[src/rtl/uart_cmd_parser.sv]
// Command-frame parser between the UART RX and TX FIFOs. It turns
// SYNC/CMD/ADDR/DATA/CHK frames into register-bus accesses and sends a 5-byte ACK or NACK.
module uart_cmd_parser #(
  parameter int                BITLEN         = 8,
  parameter logic [BITLEN-1:0] SYNC_BYTE      = BITLEN'(8'hA5),
  parameter int                TIMEOUT_CYCLES = 1_000_000,
  parameter int                ERR_CNT_WIDTH  = 8
) (
  input  logic                     clk,
  input  logic                     rstb,
  input  logic [BITLEN-1:0]        rx_data,
  input  logic                     rx_empty,
  output logic                     rx_read,
  output logic [BITLEN-1:0]        tx_data,
  output logic                     tx_write,
  input  logic                     tx_full,
  output logic [BITLEN-1:0]        reg_addr,
  output logic [BITLEN-1:0]        reg_wdata,
  output logic                     reg_wr,
  output logic                     reg_rd,
  input  logic [BITLEN-1:0]        reg_rdata,
  output logic [ERR_CNT_WIDTH-1:0] err_cnt,
  output logic                     busy
);

  localparam logic [BITLEN-1:0] CMD_WR   = BITLEN'(1);
  localparam logic [BITLEN-1:0] CMD_RD   = BITLEN'(2);
  localparam logic [BITLEN-1:0] ACK_FLAG = BITLEN'(1) << (BITLEN - 1);
  localparam logic [BITLEN-1:0] NACK_CHK = BITLEN'(1);
  localparam logic [BITLEN-1:0] NACK_CMD = BITLEN'(2);
  localparam logic [BITLEN-1:0] NACK_TO  = BITLEN'(3);
  localparam int                TO_W     = $clog2(TIMEOUT_CYCLES) + 2;
  localparam logic [TO_W-1:0]   TO_LAST  = TO_W'(TIMEOUT_CYCLES - 1);

  typedef enum logic [2:0] {
    IDLE, S_CMD, S_ADDR, S_DATA, S_CHK, EXEC, RD_WAIT, RESP
  } state_t;

  state_t            state;
  logic              fetch_wait;
  logic [TO_W-1:0]   to_cnt;
  logic [BITLEN-1:0] cmd_q, addr_q, data_q;
  logic [BITLEN-1:0] resp_b1, resp_b2, resp_b3;
  logic [2:0]        resp_idx;
  logic              resp_act;
  logic [BITLEN-1:0] resp_byte;
  logic              in_frame;
  logic              nack_go;
  logic [BITLEN-1:0] nack_code;

  assign in_frame = (state inside {S_CMD, S_ADDR, S_DATA, S_CHK});

  // NACK decision: bad checksum or command on the CHK byte, or an idle frame timing out
  always_comb begin
    nack_go   = 1'b0;
    nack_code = '0;
    if (state == S_CHK && fetch_wait) begin
      if (rx_data != (cmd_q ^ addr_q ^ data_q)) begin
        nack_go   = 1'b1;
        nack_code = NACK_CHK;
      end else if (cmd_q != CMD_WR && cmd_q != CMD_RD) begin
        nack_go   = 1'b1;
        nack_code = NACK_CMD;
      end
    end else if (in_frame && !fetch_wait && !rx_read && to_cnt >= TO_LAST) begin
      nack_go   = 1'b1;
      nack_code = NACK_TO;
    end
  end

  always_comb begin
    resp_byte = resp_b1 ^ resp_b2 ^ resp_b3;
    case (resp_idx)
      3'd0:    resp_byte = SYNC_BYTE;
      3'd1:    resp_byte = resp_b1;
      3'd2:    resp_byte = resp_b2;
      3'd3:    resp_byte = resp_b3;
      default: resp_byte = resp_b1 ^ resp_b2 ^ resp_b3;
    endcase
  end

  // The push strobe is gated combinationally so it can never coincide with tx_full
  assign tx_write = resp_act & ~tx_full;
  assign tx_data  = resp_act ? resp_byte : '0;

  always_ff @(posedge clk or negedge rstb) begin
    if (!rstb) begin
      state      <= IDLE;
      rx_read    <= 1'b0;
      fetch_wait <= 1'b0;
      to_cnt     <= '0;
      cmd_q      <= '0;
      addr_q     <= '0;
      data_q     <= '0;
      reg_addr   <= '0;
      reg_wdata  <= '0;
      reg_wr     <= 1'b0;
      reg_rd     <= 1'b0;
      resp_b1    <= '0;
      resp_b2    <= '0;
      resp_b3    <= '0;
      resp_idx   <= '0;
      resp_act   <= 1'b0;
      err_cnt    <= '0;
      busy       <= 1'b0;
    end else begin
      reg_wr <= 1'b0;
      reg_rd <= 1'b0;
      case (state)
        IDLE, S_CMD, S_ADDR, S_DATA, S_CHK: begin
          // Fetch: rx_read for one cycle, then rx_data is captured a cycle later
          rx_read    <= 1'b0;
          fetch_wait <= rx_read;
          if (nack_go) begin
            state      <= RESP;
            resp_act   <= 1'b1;
            resp_idx   <= '0;
            resp_b1    <= '1;
            resp_b2    <= nack_code;
            resp_b3    <= '0;
            to_cnt     <= '0;
            fetch_wait <= 1'b0;
            if (err_cnt != '1) err_cnt <= err_cnt + 1'b1;
          end else if (fetch_wait) begin
            to_cnt <= '0;
            case (state)
              IDLE: begin
                if (rx_data == SYNC_BYTE) begin
                  state <= S_CMD;
                  busy  <= 1'b1;
                end
              end
              S_CMD: begin
                cmd_q <= rx_data;
                state <= S_ADDR;
              end
              S_ADDR: begin
                addr_q <= rx_data;
                state  <= S_DATA;
              end
              S_DATA: begin
                data_q <= rx_data;
                state  <= S_CHK;
              end
              S_CHK: begin
                reg_addr <= addr_q;
                resp_b1  <= cmd_q | ACK_FLAG;
                resp_b2  <= addr_q;
                resp_b3  <= data_q;
                if (cmd_q == CMD_WR) begin
                  reg_wdata <= data_q;
                  reg_wr    <= 1'b1;
                end else begin
                  reg_rd <= 1'b1;
                end
                state <= EXEC;
              end
              default: ;
            endcase
          end else begin
            if (!rx_read && !rx_empty) rx_read <= 1'b1;
            if (in_frame) to_cnt <= to_cnt + 1'b1;
          end
        end
        EXEC: begin
          resp_idx <= '0;
          if (cmd_q == CMD_RD) begin
            state <= RD_WAIT;
          end else begin
            state    <= RESP;
            resp_act <= 1'b1;
          end
        end
        RD_WAIT: begin
          resp_b3  <= reg_rdata;
          state    <= RESP;
          resp_act <= 1'b1;
        end
        RESP: begin
          if (!tx_full) begin
            if (resp_idx == 3'd4) begin
              resp_idx <= '0;
              resp_act <= 1'b0;
              busy     <= 1'b0;
              state    <= IDLE;
            end else begin
              resp_idx <= resp_idx + 3'd1;
            end
          end
        end
        default: state <= IDLE;
      endcase
    end
  end

endmodule
[config.mk]
export PLATFORM = sky130hd
export DESIGN_NAME = uart_cmd_parser
export DESIGN_NICKNAME = d
export VERILOG_FILES = /design/src/rtl/uart_cmd_parser.sv
export SDC_FILE = /design/constraint.sdc
export NUM_CORES = 1
export LEC_CHECK = 0
export ABC_AREA = 1
export CAP_MARGIN = 10
export CORE_ASPECT_RATIO = 0.6
export CORE_MARGIN = 2
export CORE_UTILIZATION = 46
export CTS_BUF_LIST = sky130_fd_sc_hd__clkbuf_2 sky130_fd_sc_hd__clkbuf_4 sky130_fd_sc_hd__clkbuf_8
export DETAILED_ROUTE_END_ITERATION = 6
export PLACE_DENSITY = 0.7
export SLEW_MARGIN = 20
export SYNTH_ARGS = -nofsm -noshare
export SYNTH_HDL_FRONTEND = slang
export SYNTH_SLANG_ARGS = --single-unit
[constraint.sdc]
create_clock -name clk -period 2 [get_ports clk]
set_input_delay 0.5 -clock clk [delete_from_list [all_inputs] [get_ports clk]]
set_output_delay 0.5 -clock clk [all_outputs]
set_load 0.02 [all_outputs]
==> Word level (Yosys, flattened, before mapping) <==
Index checks and enable logic that the tools add are counted.
{ "classes": {"addsub": 3, "n_lt_le_gt_ge": 1, "eq_ne": 30, "n_mux": 59, "bitwise": 7, "n_reduce_logical": 32} }
{ "op_table": {"columns": ["op", "n"], "rows": [
  ["2-to-1 mux 8 bit", 11],
  ["2-to-1 mux 22 bit", 3],
  ["one-hot mux 8 bit (4 select lines)", 1],
  ["XOR 8 bit", 4],
  ["2-to-1 mux 1 bit", 27],
  ["2-to-1 mux 3 bit", 8],
  ["adder 22 x 1 -> 22 bit (second input constant)", 1],
  [">= comparator 22 x 20 -> 1 bit (second input constant)", 1],
  ["AND reduction 4 bit", 5],
  ["inequality test 2 bit (second input constant)", 8],
  ["one-hot mux 8 bit (2 select lines)", 1],
  ["== test 3 bit (second input constant)", 5],
  ["one-hot mux 3 bit (5 select lines)", 1],
  ["== test 3 x 2 -> 1 bit (second input constant)", 4],
  ["one-hot mux 3 bit (4 select lines)", 1],
  ["AND reduction 3 bit", 4],
  ["AND reduction 5 bit", 2],
  ["one-hot mux 3 bit (3 select lines)", 1],
  ["adder 8 x 1 -> 8 bit (second input constant)", 1],
  ["== test 8 x 1 -> 1 bit (second input constant)", 1],
  ["== test 8 x 2 -> 1 bit (second input constant)", 1],
  ["== test 8 bit (second input constant)", 1],
  ["inequality test 8 x 1 -> 1 bit (second input constant)", 1],
  ["inequality test 8 x 2 -> 1 bit (second input constant)", 1],
  ["21 further kinds", 38]
]} }
{ "totals": {"regBits": 106, "in_bits": 20, "output_inout_bits": 37, "wordCells": 150} }

==> Longest topological paths before layout <==
{ "logic_depth": {"word_depth": 9, "mapped_depth": 15, "depth_no_buf": 14} }

==> Worst setup path after synthesis <==
OpenSTA, ideal clock, no wires.
{ "synth_path": {"kind": "register -> output", "startpoint": "reg resp_idx[1]", "endpoint": "out tx_data[3]", "t_arrival_ps": 1930, "required_ps": 1500, "path_slack_ps": -430, "path_stages_with_launch": 10, "path_cell_list": "dfrtp_1 > inv_1 > ha_1 > inv_1 > nor2_1 > inv_1 > nand4_1 > clkbuf_1 > nor2_1 > a211oi_1"} }
{ "synth_between": {"elab_chain_cells": 3, "word_cells_on_any_way": 6} }
{ "synth_rtl": {"columns": ["item", "line", "source"], "rows": [
  ["start: declaration", "44", "logic [2:0] resp_idx;"],
  ["start signal: assignment", "187", "resp_idx <= resp_idx + 3'd1;"],
  ["== test 3 x 2 -> 1 bit (tied with other cells)", "73", "case (resp_idx)"],
  ["one-hot mux 8 bit (4 select lines) (*)", "73", null],
  ["2-to-1 mux 8 bit (*)", "84", "assign tx_data = resp_act ? resp_byte : '0;"],
  ["end: declaration", "14", "output logic [BITLEN-1:0] tx_data,"]
]} }
Mark *: on every way between the ends. The rest lies on a longest branch, timed or not.

==> Worst setup path in the final report <==
{ "layout_path": {"startpoint": "reg resp_idx[0]", "endpoint": "out tx_data[2]"} }
The elaborated chain is that of the path after synthesis.

==> flow_summary_export.csv <==
group,metric,value,unit
die,die_area,0.0142,mm^2
die,dieHeight,93.1,um
setup_path,arrival,2.06,ns
logic_synthesis,yosys_warnings,0,
global_routing,grt-ovfl-total,0,
logic_synthesis,synth.area.top_cells,"dfrtp_1 (44%), nand2_1 (17%), nor2_1 (5.5%)",
status,failed_checks,"setup timing",
logic_synthesis,syn-cell-area,0.00609,mm^2
timing,worst_pin_slew,0.350,ns
routing,drc_errors,0,
global_routing,grt_pass1_vias,5492,
die,core,0.0129,mm^2
routing,drt_pass1_iterations,5,
clock_network,cts_tree,"built",
placed_design,routabilityCongestion,0.879,
setup_path,end_kind,"primary output",
timing,fin_ws,-0.563,ns
setup_path,path_class,"flip-flop to primary output",
setup_path,critPathRequiredTime,1.50,ns
cells_and_area,drive_gt1_share,23.0,%
routing,ant_nets,0,
clock_network,worstSkewPairLatency,0.38,ns
logic_synthesis,ys_seq_area_share,43.6,%
logic_synthesis,async_reset_ff_share,100,%
timing,slew_headroom,76.6,%
routing,vias,5935,
timing,post-route-period-util,128,%
global_routing,grt_first_pass_wirelength,27.0,mm
pwr,power.density,1160,mW/mm^2
pwr,vdd_drop_max,0.696,mV
global_routing,antenna_found_initial,0,
timing,fmax,0.390,GHz
timing,period_needed,2.56,ns
placed_design,numPortBuffers,56,
setup_path,start_kind,"flip-flop",
die,io_pins,57,
logic_synthesis,synth_cells,825,
clock_network,path_clk_slew,0.11,ns
cells_and_area,nNetsFinal,1016,
die,die_w,153,um
timing,finalHoldViolations,0,
logic_synthesis,synth_top_cell_area_share,43.6,%
routing,finalWirelength,16.4,mm
routing,vias_per_cell,5.10,
status,status,"finished, violations left",
timing,rsz0062_at_grt,"yes",
logic_synthesis,synthesis.nets,852,
logic_synthesis,yosysTopAreaCell,"dfrtp_1",
timing,slew_viol_final,0,
global_routing,grt_max_degree,49,
die,num_rows,32,
clock_network,cts.sinks,106,
routing,wl_per_cell,14.1,um
flow_run,timing.max_cap.violations,0,
pwr,finalPower,9.52,mW
cells_and_area,final_core_util,63.9,%
cells_and_area,final_common_cell,"nand2_1",
logic_synthesis,synth_edf_count,0,
logic_synthesis,syn_avg_cell_area,7.38,um^2
clock_network,cts_buffers,9,
cells_and_area,final_cell_mix,"nand2_1 (271), buf_4 (106), dfrtp_1 (102)",
logic_synthesis,ys_ff_latch,106,
global_routing,grtUsageTotal,23.5,%
hold_path,hold_class,"flip-flop to flip-flop",
pwr,leakagePower,4.28,nW
clock_network,root_buffer,"clkbuf_8",
cells_and_area,num_antenna_cells,0,
logic_synthesis,synthFlopType,"dfrtp_1",
placed_design,dp_hpwl,12.0,mm
routing,drt_iter0_markers,305,
timing,report.final.setup_viol,8,
logic_synthesis,synth.distinct_cells,40,
timing,fin_skew,0.0125,ns
setup_path,worstPathMaxFanout,4,
clock_network,cts_max_level,3,
clock_network,clk_path_buf_depth,2,
die,initial_core_util,47.2,%
cells_and_area,syn_to_final_growth,35.3,%
==> sequential cells by signal, indices dropped and copies added, names as in the netlist, 3 cells and up <==
register,flops
reg_addr,8
err_cnt,8
cmd_q,8
resp_b2,8
resp_b3,8
addr_q,8
state,3
data_q,8
reg_wdata,8
resp_idx,3
to_cnt,22
resp_b1,8
==> logic make-up after synthesis <==
kind of cell	share of synthesized area, %
AND/OR/NAND/NOR	35.0
buffers and inverters	7.89
flip-flops	43.6
AO/OA/AOI/OAI	5.92
adder cells (fa/ha/maj)	1.44
XOR/XNOR	6.18
==> through the flow <==
step	setup slack, ns	cells	hold WS (ns)	cell area, um^2	setup TNS, ns
after floorplan	-0.0235	825	0.204	6180	-0.163
after global placement	-0.667	1135	0.368	7650	-52.02
after detailed placement	-0.725	1135	0.368	7650	-54.38
after CTS	-0.534	1158	0.491	8090	-4.04
after global routing	-0.679	1164	0.504	8240	-5.10
final	-0.563	1164	0.491	8240	-4.15
==> synth_stat cells, types with 6 or more instances <==
cell and instances:
ha_1 7, inv_1 87, nor2_1 90, dfrtp_1 106
xnor2_1 7, nor3_1 8, buf_2 8, nor3b_1 6
o21ai_0 26, a21oi_1 8, nand3_1 51, nand2_1 282
clkbuf_1 6, xor2_1 36, nand4_1 43
==> path summary, 6_finish.rpt <==
kind	endpoint	slack, ns	from	cells past startpoint
min in group asynchronous	to_cnt[14]	0.50	rstb	2
hold / removal	reg_addr[6]	0.49	reg_addr[6]	2
max in group asynchronous	reg_wdata[5]	0.98	rstb	3
setup / recovery	tx_data[2]	-0.56	resp_idx[0]	9
setup reg to reg	reg_addr[3]	0.07	addr_q[5]	14
hold reg to reg	reg_addr[6]	0.49	reg_addr[6]	2
==> power by group <==
group	internal, mW	total, mW	switching [mW]
registers	2.71	3.25	0.544
logic	2.19	4.98	2.78
clock network	0.480	1.29	0.814
==> worst max-delay path, stage by stage (launching register included) <==
cell and delay (ns):
dfrtp_2 0.48, inv_2 0.11, ha_2 0.19, nand2_1 0.07
nand4_1 0.12, buf_6 0.15, nand2_4 0.11, a2111oi_4 0.24
nor3_2 0.06, buf_4 0.16
==> layout make-up <==
type / count / area (um^2)
repair buffers: 175 / 1540
flip-flops and latches: 106 / 2660
multi-input cells: 604 / 3290
clock inverters: 7 / 61.3
well taps: 170 / 213
clock buffers: 9 / 124
inverters: 93 / 349
fillers: 1138 / 4650
==> routing by layer <==
layer | vias to the layer above | track usage (%) | part of all wire (%)
li1 | 2954 | - | -
met1 | 2794 | 35.9 | 51
met2 | 178 | 35.3 | 42
met3 | 9 | 4.87 | 6.5
met4 | 0 | 3.55 | 0.50
met5 | - | 0 | 0
==> repair_timing <==
item                                    4_1_cts  5_1_grt
setup buffers                                 4        8
gates resized for setup                     100       44
endpoints found under the hold margin        11        0
cloned                                        2        1
endpoints found under the setup margin       93      100
hold buffers                                  1        0
pin swaps                                    12       13
Power figures use the tool's default switching activity.
